--- src/rtl/serial_subtractor.sv ---
// serial_subtractor: bit-serial ripple-borrow subtractor for the Basys3 board.
// Computes D = A - B - Bin one bit per clock, LSB first. A debounced press of
// btnC starts an operation. The switches supply A, B and Bin. The LEDs show D,
// the borrow-out and a done flag.
//
// Timing from start_pulse (cycle t): LOAD in t+1, SHIFT in t+2..t+1+WIDTH.
// The result is committed to led at the clock edge that ends the last SHIFT
// cycle. Nothing is written to led before that edge, so a reset during an
// operation never leaves a partial result on the LEDs.
module serial_subtractor #(
    parameter int WIDTH           = 4,
    parameter int DEBOUNCE_CYCLES = 1000000
) (
    input  logic               clk,
    input  logic               rst,
    input  logic [2*WIDTH:0]   sw,
    input  logic               btnC,
    output logic [WIDTH+1:0]   led
);

    localparam int CNT_W = (DEBOUNCE_CYCLES > 1) ? $clog2(DEBOUNCE_CYCLES) : 1;
    localparam int BIT_W = (WIDTH > 1) ? $clog2(WIDTH) : 1;

    typedef enum logic [1:0] {
        S_IDLE  = 2'd0,
        S_LOAD  = 2'd1,
        S_SHIFT = 2'd2,
        S_DONE  = 2'd3
    } state_t;

    // Input conditioning
    logic             sync1_q;
    logic             sync2_q;
    logic [CNT_W-1:0] db_cnt_q;
    logic [CNT_W-1:0] db_cnt_d;
    logic             stable_q;
    logic             stable_d;
    logic             stable_dly_q;
    logic             start_pulse;

    // FSM and datapath
    state_t           state_q;
    state_t           state_d;
    logic [WIDTH-1:0] a_sh_q;
    logic [WIDTH-1:0] a_sh_d;
    logic [WIDTH-1:0] b_sh_q;
    logic [WIDTH-1:0] b_sh_d;
    logic             br_q;
    logic             br_d;
    logic [BIT_W-1:0] bit_cnt_q;
    logic [BIT_W-1:0] bit_cnt_d;
    logic [WIDTH-1:0] res_q;
    logic [WIDTH-1:0] res_d;
    logic [WIDTH+1:0] led_q;
    logic [WIDTH+1:0] led_d;

    // Per-bit subtraction signals used during SHIFT
    logic             a_bit;
    logic             b_bit;
    logic             d_bit;
    logic             br_next;
    logic [WIDTH:0]   res_shift;
    logic             last_bit;

    // Debounce next-state: the level is accepted only after it has differed
    // from the stable level for DEBOUNCE_CYCLES consecutive cycles.
    always_comb begin
        db_cnt_d = db_cnt_q;
        stable_d = stable_q;
        if (sync2_q != stable_q) begin
            if (db_cnt_q == CNT_W'(DEBOUNCE_CYCLES - 1)) begin
                stable_d = sync2_q;
                db_cnt_d = '0;
            end else begin
                db_cnt_d = db_cnt_q + CNT_W'(1);
            end
        end else begin
            db_cnt_d = '0;
        end
    end

    // Synchronizer, debounce and edge-detect registers
    always_ff @(posedge clk) begin
        if (rst) begin
            sync1_q      <= 1'b0;
            sync2_q      <= 1'b0;
            db_cnt_q     <= '0;
            stable_q     <= 1'b0;
            stable_dly_q <= 1'b0;
        end else begin
            sync1_q      <= btnC;
            sync2_q      <= sync1_q;
            db_cnt_q     <= db_cnt_d;
            stable_q     <= stable_d;
            stable_dly_q <= stable_q;
        end
    end

    // The pulse marks one cycle: the rising edge of the debounced level.
    assign start_pulse = stable_q & ~stable_dly_q;

    assign last_bit = (bit_cnt_q == BIT_W'(WIDTH - 1));

    // State register
    always_ff @(posedge clk) begin
        if (rst) begin
            state_q <= S_IDLE;
        end else begin
            state_q <= state_d;
        end
    end

    // Next-state logic. A start_pulse seen during LOAD or SHIFT is dropped.
    always_comb begin
        state_d = state_q;
        case (state_q)
            S_IDLE:  if (start_pulse) state_d = S_LOAD;
            S_LOAD:  state_d = S_SHIFT;
            S_SHIFT: if (last_bit) state_d = S_DONE;
            S_DONE:  if (start_pulse) state_d = S_LOAD;
            default: state_d = S_IDLE;
        endcase
    end

    // Output and datapath logic. Switches are sampled only in LOAD, so the
    // operation in flight is not affected by later switch changes.
    always_comb begin
        a_sh_d    = a_sh_q;
        b_sh_d    = b_sh_q;
        br_d      = br_q;
        bit_cnt_d = bit_cnt_q;
        res_d     = res_q;
        led_d     = led_q;
        a_bit     = a_sh_q[0];
        b_bit     = b_sh_q[0];
        d_bit     = a_bit ^ b_bit ^ br_q;
        br_next   = (~a_bit & b_bit) | (~(a_bit ^ b_bit) & br_q);
        res_shift = {d_bit, res_q};
        case (state_q)
            S_IDLE: begin
                if (start_pulse) led_d[WIDTH+1] = 1'b0;
            end
            S_LOAD: begin
                a_sh_d    = sw[WIDTH-1:0];
                b_sh_d    = sw[2*WIDTH-1:WIDTH];
                br_d      = sw[2*WIDTH];
                bit_cnt_d = '0;
                res_d     = '0;
            end
            S_SHIFT: begin
                // New difference bit enters at the MSB; after WIDTH shifts
                // the first (LSB) difference bit sits at bit 0.
                res_d     = res_shift[WIDTH:1];
                br_d      = br_next;
                a_sh_d    = a_sh_q >> 1;
                b_sh_d    = b_sh_q >> 1;
                bit_cnt_d = bit_cnt_q + BIT_W'(1);
                if (last_bit) begin
                    led_d = {1'b1, br_next, res_shift[WIDTH:1]};
                end
            end
            S_DONE: begin
                if (start_pulse) led_d[WIDTH+1] = 1'b0;
            end
            default: ;
        endcase
    end

    // Datapath and LED registers
    always_ff @(posedge clk) begin
        if (rst) begin
            a_sh_q    <= '0;
            b_sh_q    <= '0;
            br_q      <= 1'b0;
            bit_cnt_q <= '0;
            res_q     <= '0;
            led_q     <= '0;
        end else begin
            a_sh_q    <= a_sh_d;
            b_sh_q    <= b_sh_d;
            br_q      <= br_d;
            bit_cnt_q <= bit_cnt_d;
            res_q     <= res_d;
            led_q     <= led_d;
        end
    end

    assign led = led_q;

endmodule

--- config.mk ---
export PLATFORM = sky130hd
export DESIGN_NAME = serial_subtractor
export DESIGN_NICKNAME = d
export VERILOG_FILES = /design/src/rtl/serial_subtractor.sv
export SDC_FILE = /design/constraint.sdc
export NUM_CORES = 1
export LEC_CHECK = 0
export ABC_AREA = 1
export CORE_MARGIN = 1
export CORE_UTILIZATION = 30
export DETAILED_ROUTE_END_ITERATION = 8
export GPL_TIMING_DRIVEN = 0
export HOLD_SLACK_MARGIN = 0.02
export PLACE_DENSITY_LB_ADDON = 0.08
export SLEW_MARGIN = 20
export SYNTH_ARGS = -nofsm -noshare
export SYNTH_HDL_FRONTEND = slang
export SYNTH_SLANG_ARGS = --single-unit
--- constraint.sdc ---
create_clock -name clk -period 1.7 [get_ports clk]
set_input_delay 0.425 -clock clk [delete_from_list [all_inputs] [get_ports clk]]
set_output_delay 0.425 -clock clk [all_outputs]
set_load 0.005 [all_outputs]
======== Word-level counts from Yosys, hierarchy flattened ========
Index checks and enable logic that the tools add are counted.
word-level totals
  output and inout bits ................... 6
  flip-flop bits (word level) ............. 47
  word-level logic and storage cells ...... 53
  bits of input ports ..................... 12
operators by class
  equality and inequality tests ........... 8
  bitwise operators ....................... 10
  reductions and logical operators ........ 9
  $add $sub $neg .......................... 2
  mux-type cells .......................... 11
operators with widths
  operator                                               number
  one-hot mux 4 bit (2 select lines)                     3
  adder 20 x 1 -> 20 bit, second input constant          1
  equality test 20 bit, second input constant            1
  equality test 2 bit, second input constant             3
  2-to-1 mux 6 bit                                       1
  one-hot mux 2 bit (3 select lines)                     1
  AND reduction 2 bit                                    3
  2-to-1 mux 2 bit                                       2
  NOT 1 bit                                              4
  one-hot mux 1 bit (2 select lines)                     2
  one-hot mux 2 bit (2 select lines)                     1
  nonzero test 2 bit                                     2
  bitwise AND 1 bit                                      3
  AND reduction 3 bit                                    1
  OR reduction 3 bit                                     1
  adder 2 x 1 -> 2 bit, second input constant            1
  equality test 2 x 1 -> 1 bit, second input constant    1
  logical NOT 2 bit                                      1
  inequality test 2 x 1 -> 1 bit, second input constant  1
  inequality test 2 bit, second input constant           1
  OR reduction 2 bit                                     1
  XOR 1 bit                                              2
  2-to-1 mux 1 bit                                       1
  inequality test 1 bit                                  1
  bitwise OR 1 bit                                       1

======== Logic depth before layout (Yosys ltp) ========
Gate-level depths: netlist (run 1).
  word-level depth ........................ 6
  depth in mapped cells ................... 10
  depth with buffers taken out ............ 9

======== Worst setup path after synthesis (run 1) ========
OpenSTA, ideal clock, no wires.
  path kind ............................... register -> register
  start point ............................. register state_q[0]
  end point ............................... register b_sh_q[2]
  buffers on the path ..................... 0
  cell stages (with the launch flop) ...... 10
  setup slack ............................. 0.273 ns
  arrival ................................. 1.317 ns
  data required time ...................... 1.590 ns
  period minus slack after synthesis ...... 1.427 ns
  library setup time ...................... 0.110 ns
  cell sequence ........................... dfxtp_1 -> inv_1 -> ha_1 -> inv_1 -> nand2_1 -> clkinv_1 -> a22oi_1 -> nand2_1 -> nand2_1 -> inv_1
on the way
  word-level cells in the longest chain between the ends .. 2
  elaborated cells on any way between the ends .. 4
  those cells by class .................... eq/ne: 2; mux: 1; reduce/logical: 1
ends and longest elaborated chain
  what                                                                             RTL line  source
  start, declared                                                                  42        state_t state_q;
  start signal, assigned                                                           109       state_q <= state_d;
  equality test 2 bit / equality test 2 x 1 -> 1 bit (equally long branches)       139       case (state_q)
  one-hot mux 4 bit (2 select lines) / nonzero test 2 bit (equally long branches)  n/a
  end signal, assigned                                                             180       b_sh_q <= b_sh_d;
  end, declared                                                                    46        logic [WIDTH-1:0] b_sh_q;
Several ways; a longest one is shown, not always the timed one.
A chain may end at the register's enable or synchronous reset.

======== Worst setup path in the final report (run 1) ========
  start point ............................. register led_q[5], in the netlist led[5]
  end point ............................... output led[5]
RTL lines
  what                    RTL line  source
  start, declared         54        logic [WIDTH+1:0] led_q;
  start signal, assigned  184       led_q <= led_d;
  end, declared           18        output logic [WIDTH+1:0] led
No word-level cell between the ends.

==> results of run 1 <==
through the flow:
stage / TNS, ns / area, um2 / setup WS (ns)
final: 0 / 2550 / 0.131
after detailed placement: -2.11 / 2400 / -0.190
after global placement: -2.87 / 2400 / -0.253
after global routing: 0 / 2550 / 0.0120
after CTS: 0 / 2540 / 0.0752
after floorplan: 0 / 2110 / 0.273
cell usage after synthesis (2+ instances only):
master     n
nor2_1    51
nand2_2    4
xnor2_1    5
buf_6      2
o21ai_0   11
nand3_1   12
clkbuf_1   3
inv_1     30
xor2_1     7
a21oi_1   16
nor2_4     2
nor2_2     4
nand2_1   82
dfxtp_1   46
nand3_2    3
ha_1       4
nand4_1    2
state kept, by name, summed over array words and instances, names as in the netlist:
name          cells
res_q             3
sync1_q           1
led               6
db_cnt_q         20
bit_cnt_q         2
br_q              1
a_sh_q            4
stable_dly_q      1
stable_q          1
sync2_q           1
b_sh_q            4
state_q           2
layout by cell type (no fill, tap or decap), types with 2 or more instances in the layout:
| cell | synthesis | routed |
|---|---|---|
| xnor2_1 | 5 | 5 |
| nand2_1 | 82 | 82 |
| inv_1 | 30 | 29 |
| buf_6 | 2 | 2 |
| bufinv_16 | 0 | 2 |
| ha_1 | 4 | 2 |
| nor2_1 | 51 | 51 |
| inv_2 | 1 | 2 |
| xor2_1 | 7 | 7 |
| nor2_2 | 4 | 4 |
| nor2_4 | 2 | 2 |
| o21ai_0 | 11 | 11 |
| a21oi_1 | 16 | 16 |
| nand2_2 | 4 | 4 |
| ha_2 | 0 | 2 |
| nand4_1 | 2 | 2 |
| nand3_2 | 3 | 3 |
| clkdlybuf4s50_1 | 0 | 17 |
| clkbuf_1 | 3 | 2 |
| clkbuf_8 | 0 | 6 |
| dfxtp_1 | 46 | 46 |
| nand3_1 | 12 | 12 |
area by class of cell:
class | count | share of cell area (%)
inverter | 32 | 4.76
buffer | 6 | 1.67
sequential | 46 | 36.1
tap | 96 | 4.71
clock inverter | 2 | 2.36
multi-input combinational | 210 | 40.5
clock buffer | 6 | 3.24
timing repair buffer | 17 | 6.67
kinds of logic after synthesis:
group	synth area share [%]
simple gates	33.0
buf+inv	7.54
xor+xnor	4.99
fa+ha+maj	3.33
compound gates	7.48
flops	43.7
report_power, final:
part | leakage, nW | internal, mW | total [mW] | switching, mW
sequential | 0.373 | 1.18 | 1.23 | 0.0527
combinational | 0.472 | 0.237 | 0.674 | 0.437
clock | 0.0714 | 0.627 | 1.01 | 0.379
total | 0.916 | 2.04 | 2.91 | 0.868
final timing paths:
kind	startpoint	endpoint	slack, ns
max	led[5]$_SDFFE_PP0P_	led[5]	0.13
min	sync1_q$_SDFF_PP0_	sync2_q$_SDFF_PP0_	0.41
max reg2reg	db_cnt_q[0]$_SDFF_PP0_	db_cnt_q[16]$_SDFF_PP0_	0.16
min reg2reg	sync1_q$_SDFF_PP0_	sync2_q$_SDFF_PP0_	0.41
metal layers:
layer  global-route usage (%)  share of wire [%]  vias to the layer above
li1                         -                  -                      953
met1                     18.4                 55                      801
met2                     18.2                 41                       15
met3                     3.56                2.7                        6
met4                     5.00                1.5                        0
met5                        0                  0                        -
timing repair:
action / 4_1_cts / 5_1_grt
resized for setup: 2 / 5
endpoints found under the setup margin: 4 / 28
buffers inserted: 0 / 0
==> impl_metrics.py, run 1 <==
metrics = {
    "finish": {
        "final_layout_size_suffix_gt1_share_pct": 9.72,
        "nFillCells": 746,
        "multiInputGateArea_um2": 1030,
        "final_nets": 335,
        "fin_cells": 415,
        "final_util_pct": 37.5,
        "regArea_um2": 921,
        "area_growth_pct": 21.0,
        "diodes": 0,
    },
    "logic_synthesis": {
        "ys.flop_type": "dfxtp_1",
        "yosysTopAreaCell": "dfxtp_1",
        "synth_area_per_cell_um2": 7.17,
        "synthesis.nets": 311,
        "yosys_register_bits": 46,
        "yosysTopAreaCellShare_pct": 43.7,
        "yosysUniqueCellTypes": 27,
        "yosysSeqAreaShare_pct": 43.7,
        "syn_area_um2": 2110,
        "synth_cells": 294,
        "async_flop_share_pct": 0,
        "netlist_top_cells_area": "dfxtp_1 (44%), nand2_1 (15%), nor2_1 (9.1%), inv_1 (5.3%), a21oi_1 (3.8%)",
        "ys_warn_count": 0,
        "synth_edf_count": 0,
    },
    "clock_tree": {
        "clkSlewWorstSetupHoldPaths_ns": 0.09,
        "cts_tree": "yes",
        "htreeDepth": 2,
        "cts_root_buf": "clkbuf_8",
        "cts_hold_buf": 0,
        "clk_latency_ns": 0.30,
        "cts_made_buffers": 5,
        "cts_sinks": 46,
        "clock_path_buffers": 2,
    },
    "floorplanning": {
        "ios": 18,
        "rows": 30,
        "chipHeight_um": 85.8,
        "start_util_pct": 31.0,
        "core_area_um2": 6790,
        "die_w_um": 85.8,
        "die-area_um2": 7360,
    },
    "worst_setup_path": {
        "r2r_cells": 7,
        "worstPathBufferInverterCount": 1,
        "cp.required_ns": 1.27,
        "worstPathArrival_ns": 1.14,
        "crit_chain": "clkdlybuf4s50_1",
        "criticalPathCategory": "register to output port",
        "worstSetupPathDepth": 1,
        "critPathTopFamily": "buffers and inverters",
        "max_stage_delay_ns": 0.50,
        "crit_path_top_delay_cell": "clkdlybuf4s50_1",
        "critPathLaunchType": "register",
        "critPathCaptureType": "output port",
        "cp_max_fo": 2,
    },
    "sta": {
        "relSlewSlack_pct": 66.3,
        "hold_viol": 0,
        "rsz0062_at_grt": "no",
        "timing.hold.ws_ns": 0.412,
        "fin_skew_ns": 0.00392,
        "slew_viol_final": 0,
        "finalCriticalPeriod_ns": 1.57,
        "fmax_mhz": 637,
        "layout_worst_path_cycle_share_pct": 92.3,
        "worstMarginPinSlew_ns": 0.506,
        "finalSetupViolCount": 0,
    },
    "global_routing": {
        "grt-ovfl-total": 0,
        "antenna_found_initial": 0,
        "grt_pass1_vias": 1527,
        "grt_pass1_wl_um": 7240,
        "grt_start_max_net_pins": 15,
        "grt_usage_pct": 12.8,
    },
    "outcome": {
        "status": "finished, final reports clean",
    },
    "route": {
        "drc": 0,
        "drtIter0Drc": 62,
        "antenna_left": 0,
        "wl_um": 4420,
        "firstDrtPassIters": 4,
        "wl_per_cell_um": 10.6,
        "vias_per_cell": 4.28,
        "vias": 1775,
    },
    "pwr": {
        "leakage_nw": 0.916,
        "vdd_drop_max_mv": 0.515,
        "p_total_mw": 2.91,
        "pwr_density_cell_nw_per_um2": 1140,
    },
    "placement": {
        "place_inst": 407,
        "place.gp.congestion": 0.807,
        "dp_hpwl_um": 3250,
        "portBuffers": 17,
    },
    "job": {
        "maxCapViolations": 0,
    },
    "min_path": {
        "hold_class": "register to register",
        "whs_path_depth": 2,
    },
}
No activity file was read; power rests on OpenSTA's default activity.
==> run 2, diff against run 1 <==
CORE_UTILIZATION = 40   (was 30)
==> impl_metrics.py, run 2 (synthesis gave the netlist of run 1 again) <==
metrics = {
    "route": {
        "vias_per_cell": 4.54,
        "firstDrtPassIters": 4,
        "wl_um": 4070,
        "vias": 1767,
        "drtIter0Drc": 67,
        "drc": 0,
        "antenna_left": 0,
        "wl_per_cell_um": 10.5,
    },
    "worst_setup_path": {
        "crit_chain": "clkdlybuf4s50_1",
        "criticalPathCategory": "register to output port",
        "cp_max_fo": 2,
        "worstPathBufferInverterCount": 1,
        "cp.required_ns": 1.27,
        "crit_path_top_delay_cell": "clkdlybuf4s50_1",
        "critPathCaptureType": "output port",
        "worstPathArrival_ns": 1.14,
        "r2r_start": "db_cnt_q[0]$_SDFF_PP0_",
        "critPathTopFamily": "buffers and inverters",
        "critPathLaunchType": "register",
        "crit_start": "led[5]$_SDFFE_PP0P_",
        "max_stage_delay_ns": 0.50,
    },
    "global_routing": {
        "grt_start_max_net_pins": 15,
        "top_usage_layer": "met1",
        "antenna_found_initial": 0,
        "grtUsageMet2_pct": 21.8,
        "grt_usage_pct": 15.9,
        "grt-ovfl-total": 0,
        "grtUsageMet3_pct": 4.47,
        "met1_usage_pct": 23.3,
        "grt_pass1_vias": 1419,
        "grt_pass1_wl_um": 6510,
    },
    "floorplanning": {
        "core_area_um2": 5070,
        "die-area_um2": 5560,
        "ios": 18,
        "rows": 26,
        "chipHeight_um": 74.6,
        "start_util_pct": 41.5,
        "die_w_um": 74.6,
    },
    "pwr": {
        "p_total_mw": 2.69,
        "vdd_drop_max_mv": 0.586,
        "pwr_density_cell_nw_per_um2": 1080,
        "leakage_nw": 0.903,
    },
    "placement": {
        "portBuffers": 17,
        "place_ws_ns": -0.200,
        "place.gp.congestion": 0.792,
        "dpl_cell_area_um2": 2360,
        "dp_hpwl_um": 2980,
    },
    "sta": {
        "hold_viol": 0,
        "slew_viol_final": 0,
        "finalSetupViolCount": 0,
        "worst_slack_ns": 0.132,
        "rsz0062_at_grt": "no",
        "relSlewSlack_pct": 67.5,
        "fin_skew_ns": 0.00466,
        "timing.hold.ws_ns": 0.406,
        "fmax_mhz": 638,
        "fin_tns_setup_ns": 0,
        "layout_worst_path_cycle_share_pct": 92.3,
        "worstMarginPinSlew_ns": 0.487,
        "finalCriticalPeriod_ns": 1.57,
    },
    "clock_tree": {
        "clock_path_buffers": 2,
        "cts_root_buf": "clkbuf_8",
        "clk_latency_ns": 0.30,
        "cts_sinks": 46,
        "clkSlewWorstSetupHoldPaths_ns": 0.09,
        "cts_tree": "yes",
        "htreeDepth": 2,
        "cts_made_buffers": 5,
    },
    "finish": {
        "area_growth_pct": 17.9,
        "final_layout_size_suffix_gt1_share_pct": 9.72,
        "final_nets": 335,
        "layout.cells.most_common": "nand2_1",
        "top_register": "db_cnt_q",
        "largest_reg_flops": 20,
        "layout_common_cells": "nand2_1 (82), nor2_1 (51), dfxtp_1 (46)",
        "diodes": 0,
        "fin_area_um2": 2480,
    },
    "min_path": {
        "min_from": "sync1_q$_SDFF_PP0_",
        "hold_class": "register to register",
    },
    "outcome": {
        "status": "finished, final reports clean",
    },
    "job": {
        "maxCapViolations": 0,
    },
}
## run 2: final timing paths
check        slack, ns                 endpoint  cells past startpoint
min               0.41       sync2_q$_SDFF_PP0_                      2
max reg2reg       0.16  db_cnt_q[12]$_SDFF_PP0_                      7
max               0.13                   led[5]                      1
min reg2reg       0.41       sync2_q$_SDFF_PP0_                      2
## run 2: final cells by class
cell class              instances  area (um2)
plain buffers                   6        42.5
clock buffers                   5        68.8
flip-flops and latches         46         921
fillers                       549        2590
inverters                      32         121
repair buffers                 17         170
clock inverters                 3        40.0
well taps                      70        87.6
multi-input cells             210        1030
## run 2: timing repair
item,CTS,global route
gates cloned,0,0
hold buffers,0,0
setup endpoints to repair,2,25
resized for setup,1,6
pin swaps,0,0
setup buffers,0,0
## run 2: power breakdown
group | internal (mW) | switching [mW]
clock | 0.433 | 0.373
combinational | 0.240 | 0.418
sequential | 1.18 | 0.0526
total | 1.85 | 0.843
## run 2: stage by stage
step,util (%),cells
final,48.9,389
after global routing,48.9,389
after CTS,48.8,389
after detailed placement,46.6,381
after global placement,46.6,381
after floorplan,-,294
## run 2: layer usage
| metal | routed length [um] | vias to the layer above |
|---|---|---|
| li1 | - | 958 |
| met1 | 2200 | 779 |
| met2 | 1680 | 28 |
| met3 | 154 | 2 |
| met4 | 27 | 0 |
| met5 | 0 | - |
==> RTL change: new RTL, flow settings as in run 2 <==
Put one more register stage on the output `led`. The value now appears one clock later. Comments in the files are not updated.
--- a/src/rtl/serial_subtractor.sv
+++ b/src/rtl/serial_subtractor.sv
@@ -185,7 +185,9 @@
         end
     end
 
-    assign led = led_q;
+    always_ff @(posedge clk) begin
+        led <= led_q;
+    end
 
 endmodule
 
Formal check against the unedited RTL: same outputs for any inputs over 10 cycles, from zero or initial values and one cycle with rst high; that may be too few to reach the edited logic, so the function may still have changed.
==> RTL change against run 2 <==
Cell area increased by 4.3%; total power up 3.3%; routed wire length rose by 7.8%; final cell count rose by 2.1%; sequential cell count is 6 higher; global-route usage rose by 0.31 points; area after synthesis increased by 5.3%; worst setup slack lost 0.0066 ns.
==> RTL change: results (changes against run 2) <==
Part of the Yosys area used for sequential elements: 46.9% (+3.2 points). The total number of nets in the final design is 343 (+2.4%). The worst reg-to-reg setup slack is 0.14 ns (-0.02 ns). The post-route clock skew was 0.00898 ns (+0.00432 ns). The count of mapped cells out of synthesis was 301 (+2.4%). The floorplan die width was 76.5 um (+2.6%); the cell area power density was 1070 nW/um^2 (-0.91%). The tools report the number of buffers inserted during clock tree synthesis as 5 (unchanged).

The worst-case hold path end point is led[1]. The pre-CTS setup slack is -0.230 ns (-0.0301 ns). Ranked by instance count, the synthesized netlist is headed by sky130_fd_sc_hd__nand2_1, sky130_fd_sc_hd__dfxtp_1, sky130_fd_sc_hd__nor2_1, sky130_fd_sc_hd__inv_1, sky130_fd_sc_hd__a21oi_1. The run gives 16.2% (+0.31 points) as the combined global-route utilization of all metal layers. The cell depth of the worst hold path is 0 (-2), and the HPWL reported at the end of detailed placement is 3140 um (+5.4%). The total net switching power is 930 uW (+10%). The peak supply drop was 0.534 mV (-9.0%).

The arrival time at the worst endpoint is 1.83 ns (+0.69 ns), and the total of fill cells in the finished design is 540 (-1.6%). The flow ran to the end, and the final reports show no timing, DRC or antenna violations. The top fanout value on the critical path was 10 (+8).

Number of global-route vias before repair: 1610 (+13%). The logs give 635 MHz (-0.42%) for the maximum operating frequency and 31 (+15%) for the number of different library cells in the post-synthesis netlist. Ranked by total cell area, the synthesized netlist is headed by sky130_fd_sc_hd__dfxtp_1, sky130_fd_sc_hd__nand2_1, sky130_fd_sc_hd__nor2_1.

The logs give 318 (+2.3%) for the number of nets produced by synthesis and 19 (+4) for the maximum number of pins on one net before global-route repair. The first-iteration detailed-routing DRC count was 130 (+94%); the via density per instance was 4.64 (+2.1%). The share of cells above drive strength 1 is 7.65% (-2.1 points), and the final routed wire length divided by cell count is 11.0 um (+5.6%). Grouping stages by cell kind, the critical path spends the most delay in buffers and inverters.

The endpoint identified for the worst register-to-register timing path is db_cnt_q[17]. Final weighted congestion in routability-driven placement: 0.789 (-0.44%). The critical path starts at rst.

The placement-stage cell area is 2480 um^2 (+4.8%). The final non-filler cell total is 397 (+2.1%), and the part of the power in the clock network is 27.1% (-2.8 points). The critical path is of the input pin to flip-flop type.

First-pass GRT wire length: 7500 um (+15%). The run gives 0.354 ns (-0.0521 ns) as the final worst hold slack. The logs give 67.4% (-0.11 points) for the headroom to the max-slew limit and 2590 um^2 (+4.3%) for the cell area after layout.

The worst hold path begins at led_q[1]. The leakage power figure was 0.966 nW (+6.9%).
==> RTL change: metal layers <==
layer	up-vias	part of all wire [%]	wire [um]	track usage [%]
li1	998	-	-	-
met1	811	54	2370	23.6
met2	28	41	1790	23.2
met3	5	3.7	163	3.95
met4	0	1.4	60	5.77
met5	-	0	0	0
==> RTL change: area by class of cell <==
class	instances	area share (%)
sequential	52	40.2
multi-input combinational	207	39.2
timing repair buffer	18	6.86
inverter	38	5.70
tap	70	3.38
clock buffer	5	2.66
clock inverter	3	1.06
buffer	4	0.918
==> RTL change: what timing repair did <==
item                       4_1_cts  5_1_grt
hold buffers                     0        0
setup endpoints to repair        7       10
gates resized for setup          2        5
pin swaps                        0        0
buffers inserted                 0        1
==> RTL change: cells by family (layout without fill, tap and decap cells) <==
group	Yosys count	in the layout	share of synthesized area, %
buf+inv	42	68	7.44
compound gates	36	36	8.85
flops	52	52	46.9
simple gates	158	158	30.5
xor+xnor	8	8	3.16
fa+ha+maj	5	5	3.16
